===== config.mk =====
export PLATFORM = sky130hd
export DESIGN_NAME = reu_xfer_seq
export DESIGN_NICKNAME = d
export VERILOG_FILES = /design/src/rtl/reu_xfer_seq.sv
export SDC_FILE = /design/constraint.sdc
export NUM_CORES = 1
export LEC_CHECK = 0
export ABC_AREA = 0
export CORE_AREA = 5 5 61 63
export DETAILED_ROUTE_END_ITERATION = 12
export DIE_AREA = 0 0 66 68
export PLACE_DENSITY_LB_ADDON = 0.25
export RECOVER_POWER = 25
export SLEW_MARGIN = 0
export SYNTH_ARGS = -nofsm -noshare
export SYNTH_HDL_FRONTEND = slang
export SYNTH_SLANG_ARGS = --single-unit

===== constraint.sdc =====
create_clock -name PHI2 -period 3 [get_ports PHI2]
set_input_delay 0.45 -clock PHI2 [delete_from_list [all_inputs] [get_ports PHI2]]
set_output_delay 0.45 -clock PHI2 [all_outputs]
set_load 0.005 [all_outputs]

===== src/rtl/reu_xfer_seq.sv =====
// -----------------------------------------------------------------------------
// reu_xfer_seq
//   Transfer sequencer for the REU DMA engine. Once the command register
//   requests execution it takes the C64 bus via /DMA, waits START_DLY cycles
//   for the 6510 to finish its cycle, then steps one byte per BA-high cycle
//   between C64 memory and REU DRAM. It issues NextCA/NextREUA per byte,
//   VerifyErr on a verify mismatch and XferEnd on the last byte.
//
//   All state is updated on the falling edge of PHI2, the same edge on which
//   the register block samples the strobes produced here.
//
// Ports
//   PHI2          system clock (state advances on the falling edge)
//   Reset         synchronous reset, active high
//   ExecuteEN     command register execute bit
//   FF00DecodeEN  1 = start only on a CPU write to $FF00
//   FF00WR        one-cycle pulse, CPU write to $FF00 seen
//   XferType      00 stash, 01 fetch, 10 swap, 11 verify
//   Length1       length register == 1, current byte is the last one
//   BA            VIC bus-available; 0 = VIC owns the bus this cycle
//   CDIn/RAMDIn   C64 / DRAM read data
//   DMA           drives C64 /DMA (1 = asserted)
//   CBusOE        drive the C64 address bus
//   CWrite/CDOut  C64 write strobe and write data
//   RAMRead       DRAM read access
//   RAMWrite/RAMDOut DRAM write strobe and write data
//   NextCA/NextREUA  advance addresses / length, one pulse per byte
//   VerifyErr     verify mismatch pulse
//   XferEnd       last byte completed pulse
//   Busy          sequencer not idle
//   DbgState      current state encoding, for checkers and debug
//
// Handshake: there is no valid/ready pair here. A byte moves in exactly the
// cycle where the sequencer is in an access state and BA=1; NextCA/NextREUA
// mark that cycle and are consumed by the register block on the same edge.
// -----------------------------------------------------------------------------
module reu_xfer_seq #(
  parameter int START_DLY = 1
) (
  input  logic       PHI2,
  input  logic       Reset,
  input  logic       ExecuteEN,
  input  logic       FF00DecodeEN,
  input  logic       FF00WR,
  input  logic [1:0] XferType,
  input  logic       Length1,
  input  logic       BA,
  input  logic [7:0] CDIn,
  input  logic [7:0] RAMDIn,
  output logic       DMA,
  output logic       CBusOE,
  output logic       CWrite,
  output logic [7:0] CDOut,
  output logic       RAMRead,
  output logic       RAMWrite,
  output logic [7:0] RAMDOut,
  output logic       NextCA,
  output logic       NextREUA,
  output logic       VerifyErr,
  output logic       XferEnd,
  output logic       Busy,
  output logic [2:0] DbgState
);

  typedef enum logic [2:0] {
    IDLE   = 3'd0,
    ARB    = 3'd1,
    XFER   = 3'd2,
    SWP_RD = 3'd3,
    SWP_WR = 3'd4,
    DONE   = 3'd5
  } state_t;

  localparam logic [1:0] T_STASH  = 2'b00;
  localparam logic [1:0] T_FETCH  = 2'b01;
  localparam logic [1:0] T_SWAP   = 2'b10;
  localparam logic [1:0] T_VERIFY = 2'b11;

  localparam int CW = (START_DLY > 1) ? $clog2(START_DLY) : 1;

  state_t        state;
  state_t        stateNext;
  logic [CW-1:0] arbCnt;
  logic [1:0]    typeLat;
  logic [7:0]    cLat;
  logic [7:0]    rLat;
  logic          start;
  logic          lastArb;
  logic          mismatch;

  // Start condition only matters in IDLE; dropping ExecuteEN while waiting
  // for $FF00 simply keeps us idle.
  assign start    = (state == IDLE) && ExecuteEN && (!FF00DecodeEN || FF00WR);
  assign lastArb  = (arbCnt == CW'(START_DLY - 1));
  assign mismatch = (typeLat == T_VERIFY) && (CDIn != RAMDIn);
  assign DbgState = state;

  // ---------------------------------------------------------------------------
  // State register and data latches
  // ---------------------------------------------------------------------------
  always_ff @(negedge PHI2) begin
    if (Reset) begin
      state   <= IDLE;
      arbCnt  <= '0;
      typeLat <= 2'b00;
      cLat    <= 8'h00;
      rLat    <= 8'h00;
    end else begin
      state <= stateNext;
      // Transfer type is frozen at start so later register writes cannot
      // change a running transfer.
      if (start) typeLat <= XferType;
      if (state == ARB && !lastArb) arbCnt <= arbCnt + CW'(1);
      else                          arbCnt <= '0;
      if (state == SWP_RD && BA) begin
        cLat <= CDIn;
        rLat <= RAMDIn;
      end
    end
  end

  // ---------------------------------------------------------------------------
  // Next-state logic
  // ---------------------------------------------------------------------------
  always_comb begin
    stateNext = state;
    unique case (state)
      IDLE:   if (start) stateNext = ARB;
      ARB:    if (lastArb) stateNext = (typeLat == T_SWAP) ? SWP_RD : XFER;
      // A verify mismatch ends the transfer even before the last byte.
      XFER:   if (BA && (Length1 || mismatch)) stateNext = DONE;
      SWP_RD: if (BA) stateNext = SWP_WR;
      SWP_WR: if (BA) stateNext = Length1 ? DONE : SWP_RD;
      DONE:   stateNext = IDLE;
      default: stateNext = IDLE;
    endcase
  end

  // ---------------------------------------------------------------------------
  // Output decode: registered state qualified by BA
  // ---------------------------------------------------------------------------
  logic advance;

  always_comb begin
    DMA       = (state != IDLE);
    Busy      = (state != IDLE);
    CBusOE    = 1'b0;
    CWrite    = 1'b0;
    CDOut     = 8'h00;
    RAMRead   = 1'b0;
    RAMWrite  = 1'b0;
    RAMDOut   = 8'h00;
    VerifyErr = 1'b0;
    advance   = 1'b0;

    if (BA) begin
      unique case (state)
        XFER: begin
          CBusOE  = 1'b1;
          advance = 1'b1;
          unique case (typeLat)
            T_STASH: begin
              RAMWrite = 1'b1;
              RAMDOut  = CDIn;
            end
            T_FETCH: begin
              RAMRead = 1'b1;
              CWrite  = 1'b1;
              CDOut   = RAMDIn;
            end
            // Swap never runs in XFER; treat it as a plain read cycle.
            T_SWAP: begin
              RAMRead = 1'b1;
            end
            T_VERIFY: begin
              RAMRead   = 1'b1;
              VerifyErr = mismatch;
            end
            default: ;
          endcase
        end
        SWP_RD: begin
          CBusOE  = 1'b1;
          RAMRead = 1'b1;
        end
        SWP_WR: begin
          CBusOE   = 1'b1;
          CWrite   = 1'b1;
          CDOut    = rLat;
          RAMWrite = 1'b1;
          RAMDOut  = cLat;
          advance  = 1'b1;
        end
        default: ;
      endcase
    end

    NextCA   = advance;
    NextREUA = advance;
    XferEnd  = advance && Length1;
  end

endmodule


=== Word-level counts from Yosys, hierarchy flattened ===
Index checks and enable logic that the tools add are counted.

* Add/subtract/negate cells: 1
* Eq/ne operators: 13
* Mux-type cells: 30
* Bitwise logic cells: 1
* Reduce and logical (&&, ||, !) cells: 18

{| class="wikitable"
|+ Operators by type and width
! cell !! number
|-
| $mux W8 || 4
|-
| $pmux W8 S2 || 2
|-
| $mux W3 || 6
|-
| $pmux W3 S5 || 1
|-
| $mux W1 || 14
|-
| $ne A2 B2 Y1 const B || 5
|-
| $ne A8 B8 Y1 || 1
|-
| $logic_and A1 B1 Y1 || 7
|-
| $eq A3 B2 Y1 const B || 2
|-
| $pmux W1 S2 || 3
|-
| $reduce_or A3 Y1 || 2
|-
| $reduce_and A5 Y1 || 1
|-
| $eq A2 B2 Y1 const B || 2
|-
| $reduce_or A2 Y1 || 2
|-
| $eq A3 B1 Y1 const B || 1
|-
| $eq A3 B3 Y1 const B || 1
|-
| $logic_not A3 Y1 || 1
|-
| $reduce_bool A3 Y1 || 1
|-
| $eq A2 B1 Y1 const B || 1
|-
| $logic_not A2 Y1 || 1
|-
| $logic_or A1 B1 Y1 || 2
|-
| $add A1 B1 Y1 const B || 1
|-
| $logic_not A1 Y1 || 1
|-
| $not A1 Y1 || 1
|}

* Register bits after elaboration: 22
* Input port bits: 25
* Logic and storage cells: 68

=== Logic depth before layout (Yosys ltp) ===
Gate-level depths: netlist (run 1).

* Depth in word-level cells: 6
* Gate-level depth with buffers: 7

==> impl_metrics.xml, run 1 <==
<?xml version="1.0" encoding="UTF-8"?>
<metrics>
  <group name="critical_path">
    <metric name="worstSetupEndpointType" unit="">output pin</metric>
    <metric name="critPathKind" unit="">reg2out</metric>
    <metric name="worst_setup_path_start_kind" unit="">flop</metric>
    <metric name="critical_path.max_fanout" unit="">5</metric>
    <metric name="cp_data_required_time" unit="ns">2.55</metric>
    <metric name="timing.critical_path.arrival" unit="ns">3.34</metric>
  </group>
  <group name="drt">
    <metric name="route.detailed.wl_per_inst" unit="µm">16.2</metric>
    <metric name="routed_wl" unit="mm">5.92</metric>
    <metric name="drtAntennaViolNets" unit="">0</metric>
    <metric name="drc_errors" unit="">0</metric>
    <metric name="detailroute.via_count" unit="">1948</metric>
    <metric name="vias_per_cell" unit="">5.34</metric>
    <metric name="initialDrtViolationCount" unit="">145</metric>
    <metric name="drtPass1Iterations" unit="">4</metric>
  </group>
  <group name="logic_synthesis">
    <metric name="synth_fp_nets" unit="">207</metric>
    <metric name="mappedNetlistArea" unit="mm²">0.00138</metric>
    <metric name="synthesis.area_per_instance" unit="µm²">7.58</metric>
    <metric name="synth_ff_type" unit="">dfxtp_1</metric>
    <metric name="synthesis.yosys.warnings" unit="">0</metric>
    <metric name="ys_seq_elements" unit="">22</metric>
    <metric name="netlist-cell-type-count" unit="">39</metric>
    <metric name="postSynthCellCount" unit="">182</metric>
    <metric name="asyncSetResetFlopFracSynth" unit="%">0</metric>
    <metric name="synth_enable_flop_cells" unit="">0</metric>
    <metric name="ys_seq_area_share" unit="%">31.9</metric>
  </group>
  <group name="clock_tree">
    <metric name="cts-buffers-inserted" unit="">3</metric>
    <metric name="clk_pin_slew" unit="ns">0.04</metric>
    <metric name="cts.htree.levels" unit="">1</metric>
    <metric name="clkLatencyLatePin" unit="ns">0.43</metric>
    <metric name="clock_sinks" unit="">22</metric>
    <metric name="clock_tree.buffer_depth" unit="">2</metric>
    <metric name="clock_tree_from_tritoncts" unit="">done</metric>
    <metric name="clock_tree.root_cell" unit="">clkbuf_4</metric>
  </group>
  <group name="place">
    <metric name="post_dp_cell_area" unit="mm²">0.00222</metric>
    <metric name="dpl_worst_slack" unit="ns">-0.572</metric>
    <metric name="port-buffer-count" unit="">53</metric>
    <metric name="routabilityCongestion" unit="">0.890</metric>
    <metric name="detailedPlacementHpwl" unit="mm">3.13</metric>
  </group>
  <group name="layout">
    <metric name="fillerInstances" unit="">166</metric>
    <metric name="stdcell_area" unit="mm²">0.00272</metric>
    <metric name="highest_count_cells_in_the_layout_ignoring_fill_and_taps" unit="">buf_4, nand2_1, buf_6</metric>
    <metric name="post_route_cells_drive_above_1_share" unit="%">46.4</metric>
    <metric name="final_common_cell" unit="">buf_4</metric>
    <metric name="num_antenna_cells" unit="">0</metric>
    <metric name="nNetsFinal" unit="">345</metric>
    <metric name="layout_overhead_on_the_synthesized_area" unit="%">97.3</metric>
  </group>
  <group name="sta">
    <metric name="unrepaired_setup_endpoints_after_global_routing" unit="">true</metric>
    <metric name="report.final.hold_viol_count" unit="">0</metric>
    <metric name="fin_hold_ws" unit="ns">0.454</metric>
    <metric name="setup_viol_count_final" unit="">27</metric>
    <metric name="final-max-slew-violation-count" unit="">0</metric>
    <metric name="skew" unit="ns">0.0248</metric>
    <metric name="finalWorstSetupSlack" unit="ns">-0.789</metric>
  </group>
  <group name="floorplanning">
    <metric name="fp.dieW" unit="µm">66</metric>
    <metric name="dieArea" unit="mm²">0.00449</metric>
    <metric name="io_pins" unit="">54</metric>
    <metric name="initial_util" unit="%">43.4</metric>
    <metric name="core_area" unit="mm²">0.00318</metric>
    <metric name="die_height" unit="µm">68</metric>
    <metric name="placementRows" unit="">21</metric>
  </group>
  <group name="power">
    <metric name="p_per_area" unit="mW/mm²">409</metric>
    <metric name="power.leakage" unit="µW">0.00124</metric>
    <metric name="worst_ir_drop_vdd" unit="mV">0.385</metric>
  </group>
  <group name="grt">
    <metric name="wire_length_of_the_first_global_routing_pass" unit="mm">8.61</metric>
    <metric name="pin_count_of_the_biggest_net_entering_global_routing" unit="">17</metric>
    <metric name="met1_usage" unit="%">26.7</metric>
    <metric name="grt_antenna_before_repair" unit="">0</metric>
    <metric name="grt_usage" unit="%">25.8</metric>
    <metric name="grt.met2_usage" unit="%">44.4</metric>
    <metric name="grtUsageMet3" unit="%">7.22</metric>
    <metric name="grt_pass1_vias" unit="">1890</metric>
    <metric name="grt.busiest_layer" unit="">met2</metric>
    <metric name="grt-ovfl-total" unit="">0</metric>
  </group>
  <group name="min_path">
    <metric name="worst_hold_class" unit="">reg2reg</metric>
  </group>
  <group name="run_status">
    <metric name="status" unit="">finished, violations left</metric>
    <metric name="violations" unit="">setup timing</metric>
  </group>
  <group name="job">
    <metric name="drv.max_cap_violation_count" unit="">0</metric>
  </group>
</metrics>
==> synthesized netlist by cell type, drive strengths merged (2+ instances only) <==
library cell	count	area, µm²
a21oi	20	100
a22oi	17	133
and3	2	12.5
buf	12	85.1
clkbuf	3	11.3
dfxtp	22	440
inv	4	15.0
mux2i	2	20.0
nand2	34	128
nand2b	5	38.8
nand3	3	15.0
nand4	2	12.5
nor2	23	88.8
nor2b	2	12.5
nor3	3	20.0
o211ai	2	15.0
o21a	3	22.5
o21ai	2	10.0
xnor2	8	70.1
==> state kept, by name (all words and copies together), names as in the netlist <==
| signal | cells |
|---|---|
| arbCnt | 1 |
| DbgState | 3 |
| cLat | 8 |
| typeLat | 2 |
| rLat | 8 |
==> area by class of cell <==
class                      count  area [µm²]  share of cell area, %
clock buffer                   3        22.5                  0.828
clock inverter                23        87.6                   3.22
inverter                       3        23.8                  0.874
multi-input combinational    141         985                   36.2
sequential                    22         454                   16.7
tap                           46        57.6                   2.12
timing repair buffer         127        1090                   40.1
==> critical path, stage by stage (launching register included) <==
cell,delay [ns]
dfxtp_4,0.36
buf_12,0.13
nor4b_4,0.33
buf_4,0.19
buf_6,0.09
buf_4,0.10
a22oi_2,0.04
nor2_1,0.08
buf_2,0.11
==> path summary, 6_finish.rpt <==
kind / slack (ns) / cells after the start / start / to
max: -0.79 / 8 / DbgState[0] / CDOut[6]
min: 0.45 / 2 / cLat[4] / cLat[4]
max reg2reg: 1.10 / 10 / DbgState[2] / rLat[7]
min reg2reg: 0.45 / 2 / cLat[4] / cLat[4]
==> report_power, final <==
part | internal (µW) | leakage (µW) | switching [µW]
logic | 290 | 0.000931 | 206
registers | 310 | 0.000181 | 21.9
clock network | 87.5 | 0.000131 | 197
==> cell families after synthesis <==
kind of cell	after synthesis	share of synthesized area, %
buf+inv	19	8.08
flops	22	31.9
simple gates	82	30.3
mux	2	1.45
xor+xnor	8	5.08
other cells	1	0.272
compound gates	48	22.9
==> per-stage QoR <==
step | util [%] | std cells | total power (µW) | setup TNS [ns]
floorplan | - | 182 | 540 | -2.42
global placement | 69.7 | 306 | 699 | -17.30
detailed placement | 69.7 | 306 | 703 | -17.97
CTS | 80.9 | 353 | 1030 | -15.21
global route | 85.6 | 365 | 1170 | -19.20
finish | 85.6 | 365 | 1110 | -17.24
==> repair_timing <==
item                                    in CTS  in global routing
pin swaps                                   26                 24
gates resized for setup                    182                 26
setup buffers                               24                 18
hold buffers                                 0                  0
endpoints found under the setup margin      32                 32
==> metal layers <==
layer  wire [µm]  share of wire, %
met5           0                 0
met1        2210                37
met3         357               6.0
met2        3020                51
met4         338               5.7
No activity file was read; power rests on OpenSTA's default activity.
==> inputs of run 2 (changes only) <==
Settings changed: REMOVE_ABC_BUFFERS from default to 1.
==> impl_metrics.xml, run 2 (synthesis gave the netlist of run 1 again) <==
<?xml version="1.0" encoding="UTF-8"?>
<metrics>
  <group name="run_status">
    <metric name="status" unit="">finished, violations left</metric>
    <metric name="violations" unit="">setup timing</metric>
  </group>
  <group name="floorplanning">
    <metric name="initial_util" unit="%">43.4</metric>
    <metric name="placementRows" unit="">21</metric>
    <metric name="dieArea" unit="mm²">0.00449</metric>
    <metric name="io_pins" unit="">54</metric>
    <metric name="core_area" unit="mm²">0.00318</metric>
    <metric name="fp.dieW" unit="µm">66</metric>
    <metric name="die_height" unit="µm">68</metric>
  </group>
  <group name="clock_tree">
    <metric name="cts.htree.levels" unit="">1</metric>
    <metric name="cts_hold_repair.buffers" unit="">0</metric>
    <metric name="clock_sinks" unit="">22</metric>
    <metric name="clock_tree.root_cell" unit="">clkbuf_4</metric>
    <metric name="cts-buffers-inserted" unit="">3</metric>
    <metric name="clkLatencyLatePin" unit="ns">0.43</metric>
    <metric name="clock_tree.buffer_depth" unit="">2</metric>
    <metric name="clk_pin_slew" unit="ns">0.06</metric>
    <metric name="clock_tree_from_tritoncts" unit="">done</metric>
  </group>
  <group name="sta">
    <metric name="final-max-slew-violation-count" unit="">0</metric>
    <metric name="report.final.hold_viol_count" unit="">0</metric>
    <metric name="finalWorstSetupSlack" unit="ns">-0.803</metric>
    <metric name="skew" unit="ns">0.0369</metric>
    <metric name="setup_viol_count_final" unit="">27</metric>
    <metric name="fin_hold_ws" unit="ns">0.461</metric>
    <metric name="unrepaired_setup_endpoints_after_global_routing" unit="">true</metric>
  </group>
  <group name="drt">
    <metric name="drtAntennaViolNets" unit="">0</metric>
    <metric name="initialDrtViolationCount" unit="">174</metric>
    <metric name="m1WireLength" unit="mm">2.11</metric>
    <metric name="detailroute.via_count" unit="">1891</metric>
    <metric name="route.detailed.wl_per_inst" unit="µm">15.9</metric>
    <metric name="routed_wl" unit="mm">5.76</metric>
    <metric name="wire_length_on_met3" unit="µm">421</metric>
    <metric name="topRoutingLayerUsed" unit="">met4</metric>
    <metric name="vias_per_cell" unit="">5.24</metric>
    <metric name="drc_errors" unit="">0</metric>
    <metric name="drtPass1Iterations" unit="">5</metric>
    <metric name="met2RoutedLength" unit="mm">2.96</metric>
  </group>
  <group name="critical_path">
    <metric name="worstSetupEndpointType" unit="">output pin</metric>
    <metric name="timing.critical_path.arrival" unit="ns">3.35</metric>
    <metric name="max_stage_delay" unit="ns">0.36</metric>
    <metric name="worst_setup_path_start_kind" unit="">flop</metric>
    <metric name="cp_data_required_time" unit="ns">2.55</metric>
    <metric name="path_cells" unit="">nand2b_4 -&gt; nor4b_4 -&gt; buf_4 -&gt; buf_6 -&gt; a22oi_2 -&gt; nor2_1 -&gt; buf_2</metric>
    <metric name="critPathKind" unit="">reg2out</metric>
    <metric name="critical_path.max_fanout" unit="">4</metric>
    <metric name="critical-path-slowest-cell" unit="">dfxtp_4</metric>
  </group>
  <group name="layout">
    <metric name="fillerInstances" unit="">206</metric>
    <metric name="highest_count_cells_in_the_layout_ignoring_fill_and_taps" unit="">buf_4, nand2_1, buf_2</metric>
    <metric name="nNetsFinal" unit="">341</metric>
    <metric name="num_antenna_cells" unit="">0</metric>
    <metric name="final_common_cell" unit="">buf_4</metric>
    <metric name="layout_overhead_on_the_synthesized_area" unit="%">89.5</metric>
    <metric name="final_core_util" unit="%">82.2</metric>
    <metric name="post_route_cells_drive_above_1_share" unit="%">45.4</metric>
  </group>
  <group name="job">
    <metric name="drv.max_cap_violation_count" unit="">0</metric>
  </group>
  <group name="place">
    <metric name="detailedPlacementHpwl" unit="mm">3.23</metric>
    <metric name="routabilityCongestion" unit="">0.823</metric>
    <metric name="port-buffer-count" unit="">53</metric>
  </group>
  <group name="grt">
    <metric name="grt_antenna_before_repair" unit="">0</metric>
    <metric name="wire_length_of_the_first_global_routing_pass" unit="mm">8.62</metric>
    <metric name="pin_count_of_the_biggest_net_entering_global_routing" unit="">14</metric>
    <metric name="grt-ovfl-total" unit="">0</metric>
    <metric name="grt_pass1_vias" unit="">1863</metric>
    <metric name="grt_usage" unit="%">25.1</metric>
  </group>
  <group name="power">
    <metric name="p_per_area" unit="mW/mm²">409</metric>
    <metric name="power.leakage" unit="µW">0.00120</metric>
    <metric name="worst_ir_drop_vdd" unit="mV">0.365</metric>
  </group>
  <group name="min_path">
    <metric name="worst_hold_class" unit="">reg2reg</metric>
  </group>
</metrics>
[run 2: worst max-delay path: cells and delay by family, from the launching register on]
| kind | cells | cell delay (ns) |
|---|---|---|
| AO/OA/AOI/OAI | 1 | 0.05 |
| AND/OR/NAND/NOR | 3 | 0.59 |
| buffers and inverters | 3 | 0.43 |
| flip-flops | 1 | 0.36 |
[run 2: routing by layer]
metal	global-route usage (%)	up-vias
li1	-	891
met3	6.24	29
met1	26.4	878
met2	46.7	93
met5	0	-
met4	12.4	0
[run 2: layout make-up]
class | instances | area [µm²] | area share [%]
clock buffer | 3 | 22.5 | 0.862
clock inverter | 23 | 88.8 | 3.40
inverter | 3 | 13.8 | 0.527
multi-input combinational | 141 | 987 | 37.8
sequential | 22 | 457 | 17.5
tap | 46 | 57.6 | 2.20
timing repair buffer | 123 | 986 | 37.7
[run 2: timing repair]
item                                    in CTS  in global routing
setup buffers                               18                  6
pin swaps                                   26                 31
gates cloned                                 1                  0
hold endpoints to repair                     0                  0
gates resized for setup                    184                 24
endpoints found under the setup margin      30                 31
[run 2: per-stage QoR]
step | instance area [µm²] | cells | setup TNS [ns] | setup WS (ns) | power, µW
2_1_floorplan | 1280 | 167 | -5.92 | -0.292 | 501
3_5_place_dp | 2270 | 317 | -19.17 | -0.637 | 721
4_1_cts | 2560 | 360 | -17.24 | -0.815 | 1010
5_1_grt | 2610 | 361 | -18.37 | -0.850 | 1130
6_report | 2610 | 361 | -16.57 | -0.803 | 1070
3_3_place_gp | 2270 | 317 | -18.08 | -0.624 | 717
[run 2: report_power, final]
group,total [µW],internal [µW],switching (µW)
logic,451,254,197
clock network,287,90.1,197
registers,331,310,21.3
[run 2: path summary, 6_finish.rpt]
check	depth (start not counted)	slack [ns]	end	start
worst max-delay path	7	-0.80	CDOut[7]	DbgState[2]
worst min-delay path	2	0.46	rLat[0]	rLat[0]
worst max register to register	8	1.27	rLat[3]	DbgState[2]
worst min register to register	2	0.46	rLat[0]	rLat[0]
==> inputs of run 3 (changes only) <==
Settings changed: CORE_AREA 5 5 61 63 to 5 5 73 75, DIE_AREA 0 0 66 68 to 0 0 78 80, GPL_TIMING_DRIVEN from default to 0, PLACE_DENSITY_LB_ADDON 0.25 to 0.3.
==> impl_metrics.xml, run 3 (synthesis gave the netlist of run 1 again) <==
<?xml version="1.0" encoding="UTF-8"?>
<metrics>
  <group name="layout">
    <metric name="layout_overhead_on_the_synthesized_area" unit="%">75.2</metric>
    <metric name="multi_input_comb_area" unit="µm²">971</metric>
    <metric name="layoutNonFillerInstCount" unit="">339</metric>
    <metric name="fillerInstances" unit="">426</metric>
    <metric name="post_route_cells_drive_above_1_share" unit="%">38.9</metric>
    <metric name="highest_count_cells_in_the_layout_ignoring_fill_and_taps" unit="">nand2_1, inv_1, buf_2</metric>
    <metric name="final_common_cell" unit="">nand2_1</metric>
    <metric name="num_antenna_cells" unit="">0</metric>
    <metric name="nNetsFinal" unit="">311</metric>
    <metric name="register_area" unit="µm²">454</metric>
  </group>
  <group name="critical_path">
    <metric name="worstSetupEndpointType" unit="">output pin</metric>
    <metric name="timing.critical_path.arrival" unit="ns">3.20</metric>
    <metric name="cp_data_required_time" unit="ns">2.55</metric>
    <metric name="critical_path.max_fanout" unit="">6</metric>
    <metric name="worst_setup_path_start_kind" unit="">flop</metric>
    <metric name="critPathKind" unit="">reg2out</metric>
  </group>
  <group name="floorplanning">
    <metric name="placementRows" unit="">25</metric>
    <metric name="die_height" unit="µm">80</metric>
    <metric name="io_pins" unit="">54</metric>
    <metric name="fp.dieW" unit="µm">78</metric>
    <metric name="core_area" unit="mm²">0.00460</metric>
    <metric name="dieArea" unit="mm²">0.00624</metric>
    <metric name="initial_util" unit="%">30.0</metric>
  </group>
  <group name="drt">
    <metric name="drc_errors" unit="">0</metric>
    <metric name="vias_per_cell" unit="">5.02</metric>
    <metric name="detailroute.via_count" unit="">1703</metric>
    <metric name="routed_wl" unit="mm">5.16</metric>
    <metric name="drtAntennaViolNets" unit="">0</metric>
    <metric name="route.detailed.wl_per_inst" unit="µm">15.2</metric>
    <metric name="initialDrtViolationCount" unit="">111</metric>
    <metric name="drtPass1Iterations" unit="">4</metric>
  </group>
  <group name="clock_tree">
    <metric name="clock_tree.root_cell" unit="">clkbuf_8</metric>
    <metric name="cts.htree.levels" unit="">1</metric>
    <metric name="clk_pin_slew" unit="ns">0.05</metric>
    <metric name="cts-buffers-inserted" unit="">3</metric>
    <metric name="clkLatencyLatePin" unit="ns">0.35</metric>
    <metric name="clock_tree.buffer_depth" unit="">2</metric>
    <metric name="clock_sinks" unit="">22</metric>
    <metric name="clock_tree_from_tritoncts" unit="">done</metric>
  </group>
  <group name="run_status">
    <metric name="status" unit="">finished, violations left</metric>
    <metric name="violations" unit="">setup timing</metric>
  </group>
  <group name="grt">
    <metric name="grt-ovfl-total" unit="">0</metric>
    <metric name="grt_pass1_vias" unit="">1799</metric>
    <metric name="grt_usage" unit="%">16.3</metric>
    <metric name="grt_antenna_before_repair" unit="">0</metric>
    <metric name="pin_count_of_the_biggest_net_entering_global_routing" unit="">22</metric>
    <metric name="wire_length_of_the_first_global_routing_pass" unit="mm">8.33</metric>
  </group>
  <group name="job">
    <metric name="drv.max_cap_violation_count" unit="">0</metric>
  </group>
  <group name="power">
    <metric name="power.leakage" unit="µW">0.00106</metric>
    <metric name="p_per_area" unit="mW/mm²">428</metric>
    <metric name="worst_ir_drop_vdd" unit="mV">0.178</metric>
  </group>
  <group name="min_path">
    <metric name="worst_hold_class" unit="">reg2reg</metric>
  </group>
  <group name="sta">
    <metric name="unrepaired_setup_endpoints_after_global_routing" unit="">true</metric>
    <metric name="skew" unit="ns">0.0230</metric>
    <metric name="final-max-slew-violation-count" unit="">0</metric>
    <metric name="report.final.hold_viol_count" unit="">0</metric>
    <metric name="finalWorstSetupSlack" unit="ns">-0.647</metric>
    <metric name="setup_viol_count_final" unit="">31</metric>
    <metric name="fin_hold_ws" unit="ns">0.463</metric>
  </group>
  <group name="place">
    <metric name="port-buffer-count" unit="">53</metric>
    <metric name="detailedPlacementHpwl" unit="mm">2.75</metric>
    <metric name="dpl_worst_slack" unit="ns">-1.21</metric>
    <metric name="dpl.cell_count" unit="">274</metric>
    <metric name="routabilityCongestion" unit="">0.773</metric>
  </group>
</metrics>
==> run 3: worst max-delay path: stages (launching register included) <==
cell and delay [ns]:
dfxtp_4 0.36, buf_6 0.12, nor2_4 0.12, and2_4 0.18, buf_12 0.11, buf_12 0.12, a22oi_2 0.07, nor2_1 0.13
buf_2 0.14
==> run 3: path summary, 6_finish.rpt <==
kind / from / endpoint / slack (ns) / depth (start not counted)
min: rLat[2] / rLat[2] / 0.46 / 2
max: DbgState[1] / RAMDOut[4] / -0.65 / 8
max reg2reg: DbgState[0] / DbgState[1] / 1.36 / 6
min reg2reg: rLat[2] / rLat[2] / 0.46 / 2
==> run 3: final cells by class <==
class	count	share of cell area (%)
multi-input cells	142	40.2
repair buffers	92	32.4
flip-flops and latches	22	18.8
clock inverters	23	3.68
well taps	54	2.80
clock buffers	3	1.71
inverters	3	0.466
==> run 3: where the power goes <==
group          total, µW  internal, µW  switching (µW)
sequential           339           311            28.2
clock                327           133             194
combinational        369           206             162
==> run 3: stage by stage <==
stage	utilization, %	cell area, µm²	setup TNS [ns]	power (µW)
detailed placement	40.9	1880	-38.73	623
global placement	40.9	1880	-38.62	622
global route	52.5	2420	-15.82	1110
floorplan	-	1280	-5.92	501
finish	52.5	2420	-13.69	1030
CTS	50.7	2330	-14.15	1010
==> run 3: routing by layer <==
| metal | vias up | track usage (%) | wire length (µm) |
|---|---|---|---|
| met1 | 823 | 19.9 | 2300 |
| met5 | - | 0 | 0 |
| met2 | 50 | 26.5 | 2520 |
| met4 | 0 | 6.25 | 24 |
| li1 | 828 | - | - |
| met3 | 2 | 5.42 | 308 |
==> run 3: timing repair <==
| action | 4_1_cts | 5_1_grt |
|---|---|---|
| hold buffers | 0 | 0 |
| buffers inserted | 33 | 6 |
| pin swaps | 26 | 30 |
| cloned | 1 | 0 |
| gates resized for setup | 173 | 25 |
| setup endpoints to repair | 48 | 31 |
